## src/rtl/immgen_pkg.sv

```systemverilog
// -----------------------------------------------------------------------------
// immgen_pkg
//   Shared constants for the decode-stage immediate generator: immediate type
//   codes, the RV base opcodes the auto-decoder recognises, and the XLEN
//   legality check used at elaboration.
//   No ports (package).
// -----------------------------------------------------------------------------
package immgen_pkg;

   // Immediate type codes (3 bits, carried on imm_type)
   localparam logic [2:0] IMM_I     = 3'b000;
   localparam logic [2:0] IMM_S     = 3'b001;
   localparam logic [2:0] IMM_B     = 3'b010;
   localparam logic [2:0] IMM_U     = 3'b011;
   localparam logic [2:0] IMM_J     = 3'b100;
   localparam logic [2:0] IMM_SHAMT = 3'b101;
   localparam logic [2:0] IMM_ZIMM  = 3'b110;
   localparam logic [2:0] IMM_NONE  = 3'b111;

   // Major opcodes, instr[6:0]
   localparam logic [6:0] OP_IMM    = 7'b0010011;
   localparam logic [6:0] OP_LOAD   = 7'b0000011;
   localparam logic [6:0] OP_JALR   = 7'b1100111;
   localparam logic [6:0] OP_SYSTEM = 7'b1110011;
   localparam logic [6:0] OP_STORE  = 7'b0100011;
   localparam logic [6:0] OP_BRANCH = 7'b1100011;
   localparam logic [6:0] OP_LUI    = 7'b0110111;
   localparam logic [6:0] OP_AUIPC  = 7'b0010111;
   localparam logic [6:0] OP_JAL    = 7'b1101111;

   // Only RV32 and RV64 datapaths are supported.
   function automatic bit xlen_ok(int xlen);
      return (xlen == 32) || (xlen == 64);
   endfunction

endpackage

```

## src/rtl/immgen_pipe_if.sv

```systemverilog
// -----------------------------------------------------------------------------
// immgen_pipe_if
//   Valid/ready bundle around the immediate generator.
//   Input side : in_valid, in_ready, instr[31:0], imm_sel[2:0]
//   Output side: out_valid, out_ready, imm[XLEN-1:0], imm_type[2:0], illegal
//   master = the fetch/decode environment, slave = immgen_pipe.
// -----------------------------------------------------------------------------
interface immgen_pipe_if #(parameter int XLEN = 32);

   logic            in_valid;
   logic            in_ready;
   logic [31:0]     instr;
   logic [2:0]      imm_sel;
   logic            out_valid;
   logic            out_ready;
   logic [XLEN-1:0] imm;
   logic [2:0]      imm_type;
   logic            illegal;

   modport master (
      output in_valid, instr, imm_sel, out_ready,
      input  in_ready, out_valid, imm, imm_type, illegal
   );

   modport slave (
      input  in_valid, instr, imm_sel, out_ready,
      output in_ready, out_valid, imm, imm_type, illegal
   );

endinterface

```

## src/rtl/immgen_pipe_imm_extract.sv

```systemverilog
// -----------------------------------------------------------------------------
// imm_extract (combinational)
//   Resolves the immediate type (opcode decode or external select) and builds
//   the sign/zero-extended XLEN-wide immediate for that type.
//   instr[31:0]    in   instruction word
//   imm_sel[2:0]   in   type select, used only when AUTO_DECODE=0
//   imm[XLEN-1:0]  out  extended immediate (0 when illegal)
//   imm_type[2:0]  out  resolved type code
//   illegal        out  no immediate format applies
// -----------------------------------------------------------------------------
module imm_extract
   import immgen_pkg::*;
#(
   parameter int XLEN        = 32,
   parameter bit AUTO_DECODE = 1'b1
) (
   input  logic [31:0]     instr,
   input  logic [2:0]      imm_sel,
   output logic [XLEN-1:0] imm,
   output logic [2:0]      imm_type,
   output logic            illegal
);

   logic [2:0] dec_type;
   logic [2:0] funct3;

   assign funct3 = instr[14:12];

   // NOTE: every always_comb output gets a default first so that no path
   // leaves it unassigned, which would otherwise infer a latch.
   always_comb begin
      dec_type = IMM_NONE;
      case (instr[6:0])
         OP_IMM:             dec_type = (funct3 == 3'b001 || funct3 == 3'b101) ? IMM_SHAMT : IMM_I;
         OP_LOAD, OP_JALR:   dec_type = IMM_I;
         OP_SYSTEM:          dec_type = funct3[2] ? IMM_ZIMM : IMM_I;
         OP_STORE:           dec_type = IMM_S;
         OP_BRANCH:          dec_type = IMM_B;
         OP_LUI, OP_AUIPC:   dec_type = IMM_U;
         OP_JAL:             dec_type = IMM_J;
         default:            dec_type = IMM_NONE;
      endcase
   end

   assign imm_type = AUTO_DECODE ? dec_type : imm_sel;

   // Sized casts of signed operands sign-extend to XLEN; unsigned ones zero-extend.
   always_comb begin
      imm     = '0;
      illegal = 1'b0;
      case (imm_type)
         IMM_I:     imm = XLEN'($signed(instr[31:20]));
         IMM_S:     imm = XLEN'($signed({instr[31:25], instr[11:7]}));
         IMM_B:     imm = XLEN'($signed({instr[31], instr[7], instr[30:25], instr[11:8], 1'b0}));
         IMM_U:     imm = XLEN'($signed({instr[31:12], 12'b0}));
         IMM_J:     imm = XLEN'($signed({instr[31], instr[19:12], instr[20], instr[30:21], 1'b0}));
         IMM_SHAMT: begin
            // RV32 shift amounts are 5 bits; instr[25] is ignored there, not trapped.
            if (XLEN == 64) imm = XLEN'(instr[25:20]);
            else            imm = XLEN'(instr[24:20]);
         end
         IMM_ZIMM:  imm = XLEN'(instr[19:15]);
         default:   illegal = 1'b1;
      endcase
   end

endmodule

```

## src/rtl/immgen_pipe.sv

```systemverilog
// -----------------------------------------------------------------------------
// immgen_pipe (top)
//   Registered immediate generator with a valid/ready handshake on both sides.
//   One output register (O) plus one skid register (K) give one beat per
//   cycle under backpressure with in_ready driven straight from a flop.
//   clk     in   rising-edge clock
//   rst_n   in   synchronous active-low reset
//   flush   in   discard every held beat and the beat accepted this cycle
//   bus     slave modport of immgen_pipe_if (in_*, instr, imm_sel, out_*,
//                imm, imm_type, illegal)
// -----------------------------------------------------------------------------
module immgen_pipe
   import immgen_pkg::*;
#(
   parameter int XLEN        = 32,
   parameter bit AUTO_DECODE = 1'b1
) (
   input  logic        clk,
   input  logic        rst_n,
   input  logic        flush,
   immgen_pipe_if.slave bus
);

   if (!xlen_ok(XLEN)) begin : g_bad_xlen
      $error("immgen_pipe: XLEN must be 32 or 64");
   end

   typedef struct packed {
      logic [XLEN-1:0] imm;
      logic [2:0]      imm_type;
      logic            illegal;
   } beat_t;

   logic [XLEN-1:0] x_imm;
   logic [2:0]      x_type;
   logic            x_illegal;
   beat_t           in_beat;
   beat_t           o_q;
   beat_t           k_q;
   logic            o_valid_q;
   logic            k_valid_q;
   logic            accept;
   logic            o_free;
   logic            load_k;

   imm_extract #(
      .XLEN        (XLEN),
      .AUTO_DECODE (AUTO_DECODE)
   ) u_extract (
      .instr    (bus.instr),
      .imm_sel  (bus.imm_sel),
      .imm      (x_imm),
      .imm_type (x_type),
      .illegal  (x_illegal)
   );

   assign in_beat = '{imm: x_imm, imm_type: x_type, illegal: x_illegal};

   // K can only fill while O is stalled, so an empty K means room for one beat.
   assign accept = bus.in_valid && !k_valid_q;
   assign o_free = !o_valid_q || bus.out_ready;
   assign load_k = rst_n && !flush && !o_free && accept;

   // NOTE: sequential state uses non-blocking assignments so every flop
   // samples pre-edge values regardless of statement order.
   always_ff @(posedge clk) begin
      if (!rst_n) begin
         o_valid_q <= 1'b0;
         k_valid_q <= 1'b0;
         o_q       <= '{imm: '0, imm_type: IMM_NONE, illegal: 1'b0};
      end else if (flush) begin
         o_valid_q <= 1'b0;
         k_valid_q <= 1'b0;
      end else if (o_free) begin
         // Older beat in K always goes first to preserve order.
         if (k_valid_q) begin
            o_q       <= k_q;
            o_valid_q <= 1'b1;
            k_valid_q <= 1'b0;
         end else begin
            o_valid_q <= accept;
            if (accept) o_q <= in_beat;
         end
      end else if (accept) begin
         k_valid_q <= 1'b1;
      end
   end

   // NOTE: the skid payload is qualified by k_valid_q, so it needs no reset
   // and is kept out of the reset branch.
   always_ff @(posedge clk) begin
      if (load_k) k_q <= in_beat;
   end

   assign bus.in_ready  = !k_valid_q;
   assign bus.out_valid = o_valid_q;
   assign bus.imm       = o_q.imm;
   assign bus.imm_type  = o_q.imm_type;
   assign bus.illegal   = o_q.illegal;

endmodule

```

## src/flat_wrapper.sv

```systemverilog
// flat-port wrapper written by rule: the top's interface ports become plain ports
module immgen_pipe_flat import immgen_pkg::*;
#(
   parameter int XLEN        = 32,
   parameter bit AUTO_DECODE = 1'b1
)
  (clk, rst_n, flush, bus_in_valid, bus_instr, bus_imm_sel, bus_out_ready, bus_in_ready, bus_out_valid, bus_imm, bus_imm_type, bus_illegal);
  immgen_pipe_if #(.XLEN(XLEN)) bus_i ();
  input  logic clk;
  input  logic rst_n;
  input  logic flush;
  input wire logic [$bits(bus_i.in_valid)-1:0] bus_in_valid;
  input wire logic [$bits(bus_i.instr)-1:0] bus_instr;
  input wire logic [$bits(bus_i.imm_sel)-1:0] bus_imm_sel;
  input wire logic [$bits(bus_i.out_ready)-1:0] bus_out_ready;
  output wire logic [$bits(bus_i.in_ready)-1:0] bus_in_ready;
  output wire logic [$bits(bus_i.out_valid)-1:0] bus_out_valid;
  output wire logic [$bits(bus_i.imm)-1:0] bus_imm;
  output wire logic [$bits(bus_i.imm_type)-1:0] bus_imm_type;
  output wire logic [$bits(bus_i.illegal)-1:0] bus_illegal;
  assign bus_i.in_valid = bus_in_valid;
  assign bus_i.instr = bus_instr;
  assign bus_i.imm_sel = bus_imm_sel;
  assign bus_i.out_ready = bus_out_ready;
  assign bus_in_ready = bus_i.in_ready;
  assign bus_out_valid = bus_i.out_valid;
  assign bus_imm = bus_i.imm;
  assign bus_imm_type = bus_i.imm_type;
  assign bus_illegal = bus_i.illegal;
  immgen_pipe #(.XLEN(XLEN), .AUTO_DECODE(AUTO_DECODE)) u_core (.clk(clk), .rst_n(rst_n), .flush(flush), .bus(bus_i));
endmodule
```

## config.mk

```make
export PLATFORM = sky130hd
export DESIGN_NAME = immgen_pipe_flat
export DESIGN_NICKNAME = d
export VERILOG_FILES = /design/src/rtl/immgen_pkg.sv /design/src/rtl/immgen_pipe_if.sv /design/src/rtl/immgen_pipe_imm_extract.sv /design/src/rtl/immgen_pipe.sv /design/src/flat_wrapper.sv
export SDC_FILE = /design/constraint.sdc
export NUM_CORES = 1
export LEC_CHECK = 0
export CAP_MARGIN = 20
export CORE_MARGIN = 3
export CORE_UTILIZATION = 51
export DETAILED_ROUTE_END_ITERATION = 10
export GPL_TIMING_DRIVEN = 0
export MAX_ROUTING_LAYER = met4
export PLACE_DENSITY = 0.8
export SYNTH_ARGS = -nofsm -noshare
export SYNTH_HDL_FRONTEND = slang
export SYNTH_SLANG_ARGS = --single-unit
```

## constraint.sdc

```tcl
create_clock -name clk -period 5.6 [get_ports clk]
set_input_delay 1.68 -clock clk [delete_from_list [all_inputs] [get_ports clk]]
set_output_delay 1.68 -clock clk [all_outputs]
set_load 0.01 [all_outputs]
```

---- Word level (Yosys, flattened, before mapping) ----
Cells that the tools add are included.
W data, S select, Z words.
operators by class
  eq/ne operators ......................... 17
  muxes and demuxes ....................... 8
  bitwise logic cells ..................... 2
  reduce and logical (&&, ||, !) cells .... 18
operators by type and width
  operator              count
  $pmux W32 S7          1
  $mux W36              2
  $eq A7 B7 Y1 const B  4
  $pmux W3 S7           1
  $eq A7 B5 Y1 const B  2
  $eq A7 B6 Y1 const B  2
  $eq A3 B3 Y1 const B  4
  $eq A7 B2 Y1 const B  1
  $reduce_or A7 Y1      1
  $eq A3 B1 Y1 const B  2
  $eq A3 B2 Y1 const B  2
  $mux W3               2
  $reduce_or A2 Y1      3
  $logic_and A1 B1 Y1   4
  $logic_not A1 Y1      4
  $logic_not A3 Y1      1
  $reduce_and A3 Y1     1
  $reduce_or A3 Y1      1
  $logic_or A1 B1 Y1    2
  $mux W1               2
  $not A1 Y1            2
  $reduce_bool A2 Y1    1
storage, ports and cells
  bits in registers ....................... 74
  input port bits ......................... 40
  output and inout port bits .............. 38
  word-level logic and storage cells ...... 53

---- Longest topological paths before layout ----
Gate-level depths: netlist of the first run.
  depth in word-level cells ............... 9
  depth in mapped cells ................... 8
  mapped depth without buffers ............ 6

---- Hierarchy ----
From an unflattened synthesis of the first run, not the netlist that was laid out.
unflattened totals
  cells, all modules ...................... 327
  area, all modules ....................... 3659.8 µm²
by module, submodules not included
  module       times used  cells an instance  area each (µm²)  sequential area each (µm²)
  immgen_pipe  1           217                3009.1           1841.8
  imm_extract  1           110                650.6            0.0

---- Worst setup path after synthesis of the first run ----
OpenSTA, ideal clock, no wires.
  path kind ............................... input to register
  start point ............................. input bus_out_ready
  end point ............................... register u_core.k_q[0] (netlist bit), enable pin
  setup time .............................. 0.482 ns
  arrival ................................. 4.748 ns
  required time ........................... 5.118 ns
  slack ................................... 0.370 ns
  cell stages on the path ................. 4
  path buffers ............................ 1
  path through ............................ nor2b_1 -> buf_2 -> nand3b_1 -> nor3b_1
on the way
  cells in the longest elaborated chain, start to end .. 4
RTL lines
  what                              RTL line            text
  start, declared                   flat_wrapper.sv:15  input wire logic [$bits(bus_i.out_ready)-1:0] bus_out_ready;
  $logic_or A1 B1 Y1                immgen_pipe.sv:61   assign o_free = !o_valid_q || bus.out_ready;
  $logic_not A1 Y1                  immgen_pipe.sv:62   assign load_k = rst_n && !flush && !o_free && accept;
  $logic_and A1 B1 Y1 (2 in a row)  immgen_pipe.sv:62
  via u_core.load_k                 immgen_pipe.sv:44   logic load_k;
  end signal, assigned              immgen_pipe.sv:92   if (load_k) k_q <= in_beat;
  end, declared                     immgen_pipe.sv:39   beat_t k_q;
The timed path passes the listed nets, and every way through them passes these cells.
A chain may end at the register's enable or synchronous reset.

---- Worst setup path after layout of the first run ----
  start point ............................. register u_core.k_valid_q
  end point ............................... output bus_in_ready
on the way
  cells in the longest elaborated chain, start to end .. 1
RTL lines
  what                    RTL line            text
  start, declared         immgen_pipe.sv:41   logic k_valid_q;
  start signal, assigned  immgen_pipe.sv:69   k_valid_q <= 1'b0;
  start signal, assigned  immgen_pipe.sv:73   k_valid_q <= 1'b0;
  start signal, assigned  immgen_pipe.sv:79   k_valid_q <= 1'b0;
  $logic_not A1 Y1        immgen_pipe.sv:95   assign bus.in_ready = !k_valid_q;
  end, declared           flat_wrapper.sv:16  output wire logic [$bits(bus_i.in_ready)-1:0] bus_in_ready;
No other way between the ends.

==> results of run 1 <==
[metal layers]
| layer | track usage (%) | part of all wire (%) | up-vias |
|---|---|---|---|
| li1 | - | - | 1668 |
| met1 | 35.2 | 42 | 1737 |
| met2 | 40.2 | 47 | 219 |
| met3 | 3.77 | 9.4 | 16 |
| met4 | 12.1 | 1.6 | 0 |
| met5 | - | 0 | - |
[cell families (layout without fill, tap and decap cells)]
logic type | after synthesis | in the layout | share of synthesized area, %
flip-flops | 74 | 74 | 48.9
multiplexers | 1 | 1 | 0.266
AND/OR/NAND/NOR | 135 | 135 | 19.1
AO/OA/AOI/OAI | 140 | 140 | 25.8
buffers and inverters | 44 | 136 | 5.92
[power by group through the flow]
| stage | combinational, uW | clock, uW | sequential, uW |
|---|---|---|---|
| 6_report | 154 | 371 | 582 |
| 4_1_cts | 152 | 371 | 582 |
| 2_1_floorplan | 69.5 | 0 | 599 |
| 3_3_place_gp | 148 | 0 | 594 |
| 5_1_grt | 166 | 401 | 583 |
| 3_5_place_dp | 151 | 0 | 595 |
[per-stage QoR]
stage                     area [um^2]  setup TNS, ns  std cells
after CTS                        4840              0        582
final                            4840              0        582
after detailed placement         4670              0        567
after global placement           4630         -63.83        564
after global routing             4840              0        582
after floorplan                  3760              0        394
[placed cells by master, fill, tap and decap left out, types with 7 or more instances in the layout]
cell type and instances:
edfxtp_1 36, nand3_1 15, nand2_1 51, a2bb2oi_1 7, a311oi_1 11, clkbuf_1 12, a221oi_1 7, and3_1 11
a21oi_1 21, or3_1 7, clkdlybuf4s50_1 74, a41oi_1 7, inv_1 13, nor2_1 7, dfxtp_1 38, o21ai_0 45
buf_2 9, clkbuf_8 10
[area by class of cell]
type                       instances  area (um^2)
multi-input combinational        276         1710
fill                             577         2140
timing repair buffer              77          778
buffer                            30          170
clock inverter                     5         31.3
sequential                        74         1840
inverter                          14         52.6
tap                               96          120
clock buffer                      10          138
[worst reg2reg max path, cell delays in order (launching register included)]
cell	delay (ns)
dfxtp_1	0.36
clkbuf_1	0.27
clkbuf_1	0.32
clkbuf_1	0.34
nor3b_2	0.70
buf_8	0.24
buf_6	0.16
[registers in the layout, indices dropped and copies added (netlist names)]
signal / cells
u_core.bus.imm: 32
u_core.k_valid_q: 1
u_core.k_q: 36
u_core.bus.out_valid: 1
u_core.bus.imm_type: 3
u_core.bus.illegal: 1
[final timing paths]
check                    startpoint                      to  slack [ns]  cells after the start
min reg2reg  u_core.bus.imm_type[1]  u_core.bus.imm_type[1]        0.49                      1
max                u_core.k_valid_q            bus_in_ready        1.12                      5
max reg2reg        u_core.k_valid_q          u_core.k_q[32]        2.93                      6
min          u_core.bus.imm_type[1]  u_core.bus.imm_type[1]        0.49                      1
==> impl_metrics.py, run 1 <==
metrics = {
    "worst_setup_path": {
        "critPathKind": "register to output port",
        "endpoint_kind": "output port",
        "crit_path_start_kind": "register",
        "worstPathMaxFanout": 10,
        "critPathBufInv": 5,
        "arrival_ns": 2.80,
        "critPathMaxStageDelay_ns": 0.56,
        "crit_slowest_cell": "clkdlybuf4s50_1",
        "crit_family": "buffers and inverters",
        "cp.required_ns": 3.92,
        "crit_top_cell": "clkbuf_1",
        "crit_chain": "clkbuf_1, clkinv_1, clkbuf_1, clkbuf_1, clkdlybuf4s50_1",
    },
    "synth": {
        "syn_inst": 394,
        "synth_area_leaders": "edfxtp_1 (29%), dfxtp_1 (20%), o21ai_0 (6.0%)",
        "ys.warnings.count": 0,
        "synth_top_area_share_pct": 28.7,
        "synth_fp_nets": 434,
        "ys.flop_type": "dfxtp_1",
        "synth_edf_count": 36,
        "ys_ff_latch": 74,
        "synthesis.area_mm2": 0.00376,
        "yosysSeqAreaShare_pct": 48.9,
        "synth_area_per_cell_um2": 9.56,
        "yosys.area.top_type": "edfxtp_1",
        "synth.most_common_cell": "nand2_1",
        "synthDistinctLibCells": 52,
        "netlist_top_cells_count": "nand2_1 (51), o21ai_0 (45), dfxtp_1 (38)",
        "async_flop_share_pct": 0,
    },
    "clock_tree": {
        "clock_latency_ns": 0.34,
        "path_clk_slew_ns": 0.08,
        "htree_levels": 3,
        "postCtsHoldBufs": 0,
        "cts.sinks": 74,
        "clockBufferDepth": 2,
        "cts_root_buf": "clkbuf_8",
        "cts-resized-gates": 0,
        "cts_made_buffers": 9,
        "cts_tree": "yes",
        "cts_setup_buffers": 0,
    },
    "sta": {
        "drv_slew": 0,
        "fmax_ghz": 0.223,
        "worst_pin_slew_ns": 0.784,
        "slew_headroom_pct": 46.4,
        "worst_slack_ns": 1.12,
        "period_minus_slack_ns": 4.48,
        "finalHoldViolCount": 0,
        "finalSetupViolations": 0,
        "fin_hold_ws_ns": 0.492,
        "period_share_pct": 80.0,
        "rsz0062_at_grt": "no",
        "final.setup_skew_ns": 0.00810,
    },
    "drt": {
        "wl_mm": 10.8,
        "drc": 0,
        "ant_nets": 0,
        "drt-initial-drc-count": 385,
        "drt-vias-per-instance": 6.25,
        "vias": 3640,
        "post_drt_wl_per_cell_um": 18.6,
        "first_pass_iters": 5,
    },
    "final_layout": {
        "n_antenna_cell": 0,
        "fin_nets": 522,
        "post-route-util_pct": 69.3,
        "drive_above_1_share_pct": 9.26,
        "synthToLayoutAreaGrowth_pct": 28.5,
    },
    "global_route": {
        "overflow": 0,
        "track_usage_pct": 26.5,
        "antenna_found_initial": 0,
        "grt_pass1_wl_mm": 17.1,
        "grt_pass1_vias": 3380,
        "grt_max_degree": 13,
    },
    "die": {
        "boundaryPins": 78,
        "fp.dieW_um": 91.9,
        "die-area_mm2": 0.00845,
        "fp-row-count": 30,
        "chipHeight_um": 91.9,
        "start_util_pct": 53.9,
        "core_mm2": 0.00698,
    },
    "power_and_ir_drop": {
        "power.total_uw": 1110,
        "vdd_ir_drop_max_uv": 203,
        "comb_power_share_pct": 13.9,
        "power.switching_uw": 288,
        "intPower_uw": 819,
        "swShare_pct": 26.0,
        "p_seq_share_pct": 52.6,
        "power.density_mw_per_mm2": 229,
        "p_leak_uw": 0.00179,
        "clock_power_share_pct": 33.5,
    },
    "placement": {
        "dpl.hpwl_mm": 7.85,
        "dp_slack_ns": 1.45,
        "gp_congestion": 0.928,
        "port_buffers": 74,
    },
    "flow_run": {
        "maxCapViolCount": 0,
    },
    "run_status": {
        "outcome": "finished clean",
    },
    "worst_hold_path": {
        "hold_class": "register to register",
    },
}
Power figures use the tool's default switching activity.
==> run 2: changes to the inputs <==
Settings changed: CORE_UTILIZATION 51 to 46, PLACE_DENSITY 0.8 to 0.76.
Clock period 5.6 ns to 4 ns, I/O delays scaled along.
==> impl_metrics.py, run 2 (same netlist as run 1, synthesis figures left out) <==
metrics = {
    "drt": {
        "dr.max_layer_used": "met4",
        "drt-initial-drc-count": 315,
        "vias": 3614,
        "ant_nets": 0,
        "wl_met3_um": 893,
        "wl_met2_mm": 5.09,
        "wl_mm": 11.1,
        "post_drt_wl_per_cell_um": 18.9,
        "drt-vias-per-instance": 6.15,
        "drc": 0,
        "wl_met1_mm": 4.93,
        "first_pass_iters": 7,
    },
    "clock_tree": {
        "htree_levels": 3,
        "cts_made_buffers": 9,
        "cts_tree": "yes",
        "cts-resized-gates": 0,
        "postCtsHoldBufs": 0,
        "cts.sinks": 74,
        "clockBufferDepth": 2,
        "path_clk_slew_ns": 0.08,
        "clock_latency_ns": 0.36,
        "cts_setup_buffers": 0,
        "cts_root_buf": "clkbuf_8",
    },
    "sta": {
        "slew_headroom_pct": 45.9,
        "worst_pin_slew_ns": 0.790,
        "finalSetupViolations": 0,
        "drv_slew": 0,
        "fmax_ghz": 0.258,
        "period_minus_slack_ns": 3.88,
        "fin_hold_ws_ns": 0.495,
        "rsz0062_at_grt": "no",
        "period_share_pct": 97.0,
        "final.setup_skew_ns": 0.0120,
        "finalHoldViolCount": 0,
    },
    "power_and_ir_drop": {
        "power.switching_uw": 426,
        "power.density_mw_per_mm2": 326,
        "swShare_pct": 27.0,
        "intPower_uw": 1150,
        "clock_power_share_pct": 34.7,
        "p_seq_share_pct": 51.5,
        "p_leak_uw": 0.00178,
        "comb_power_share_pct": 13.7,
        "vdd_ir_drop_max_uv": 162,
    },
    "die": {
        "start_util_pct": 48.0,
        "boundaryPins": 78,
        "core_mm2": 0.00785,
        "die-area_mm2": 0.00931,
        "chipHeight_um": 96.5,
        "fp-row-count": 32,
        "fp.dieW_um": 96.5,
    },
    "global_route": {
        "track_usage_pct": 24.6,
        "grt_pass1_vias": 3368,
        "antenna_found_initial": 0,
        "overflow": 0,
        "grt_pass1_wl_mm": 17.0,
        "grt_max_degree": 14,
    },
    "final_layout": {
        "n_antenna_cell": 0,
        "final_common_cell": "clkdlybuf4s50_1",
        "drive_above_1_share_pct": 9.26,
        "largest_register_ffs": 36,
        "fin_nets": 521,
        "layout_common_cells": "clkdlybuf4s50_1 (74), nand2_1 (51), o21ai_0 (45)",
        "largest-register": "u_core.k_q",
        "synthToLayoutAreaGrowth_pct": 29.0,
        "final_area_mm2": 0.00486,
    },
    "worst_setup_path": {
        "arrival_ns": 2.68,
        "endpoint_kind": "output port",
        "rr_startpoint": "u_core.k_valid_q",
        "critPathMaxStageDelay_ns": 0.65,
        "crit_top_cell": "clkbuf_1",
        "crit_path_start_kind": "register",
        "rr_endpoint": "u_core.k_q[16]",
        "cp.required_ns": 2.80,
        "worstPathMaxFanout": 10,
        "reg2regPathDepth": 5,
        "crit_chain": "clkbuf_2, clkinv_1, clkbuf_1, clkbuf_1, clkdlybuf4s50_1",
        "critPathKind": "register to output port",
        "crit_slowest_cell": "clkdlybuf4s50_1",
        "r2r_slack_ns": 1.46,
    },
    "worst_hold_path": {
        "worstHoldEndpoint": "u_core.bus.imm[11]",
        "min_path_cells": 2,
        "hold_class": "register to register",
        "worstHoldStart": "u_core.bus.imm[11]",
    },
    "placement": {
        "dpl.hpwl_mm": 7.95,
        "gp_congestion": 0.945,
        "placed_cell_area_mm2": 0.00467,
        "port_buffers": 74,
    },
    "run_status": {
        "outcome": "finished clean",
    },
    "flow_run": {
        "maxCapViolCount": 0,
    },
}
-- run 2: worst max path at each step --
stage	startpoint	endpoint	slack [ns]	cells after the start
2_1_floorplan	bus_out_ready	u_core.k_q[0]	0.51	4
3_3_place_gp	rst_n	u_core.k_q[15]	-0.97	4
3_5_place_dp	rst_n	u_core.k_q[16]	0.39	5
4_1_cts	u_core.k_valid_q	bus_in_ready	0.05	5
5_1_grt	u_core.k_valid_q	bus_in_ready	0.02	5
6_report	u_core.k_valid_q	bus_in_ready	0.12	5
-- run 2: final cells by class --
type | instances | area, um^2
Multi-Input combinational cell | 276 | 1710
Timing Repair Buffer | 76 | 771
Inverter | 14 | 52.6
Sequential cell | 74 | 1840
Buffer | 30 | 171
Tap cell | 102 | 128
Clock inverter | 5 | 38.8
Fill cell | 681 | 2990
Clock buffer | 11 | 141
-- run 2: critical path: cells and delay by family, from the launching register on --
kind,cells,cell delay (ns)
buffers and inverters,5,1.96
DFF,1,0.37
-- run 2: routing by layer --
layer  track usage (%)  vias up
met1              33.8     1728
met2              38.5      196
met3              2.87       18
li1                  -     1672
met4              7.48        0
met5                 -        -
-- run 2: metrics by stage --
step / total power, uW / TNS (ns) / setup WS (ns) / cells / util [%]
floorplan: 936 / 0 / 0.511 / 394 / -
global placement: 1040 / -34.74 / -0.968 / 570 / 59.1
detailed placement: 1050 / 0 / 0.388 / 572 / 59.6
CTS: 1580 / 0 / 0.0499 / 588 / 61.9
global route: 1630 / 0 / 0.0223 / 588 / 61.9
finish: 1580 / 0 / 0.121 / 588 / 61.9
-- run 2: power groups by stage --
| stage | combinational (uW) | clock, uW | sequential [uW] |
|---|---|---|---|
| after floorplan | 97.3 | 0 | 838 |
| after global placement | 209 | 0 | 832 |
| after detailed placement | 212 | 0 | 833 |
| after CTS | 213 | 549 | 815 |
| after global routing | 233 | 579 | 817 |
| final | 217 | 549 | 815 |
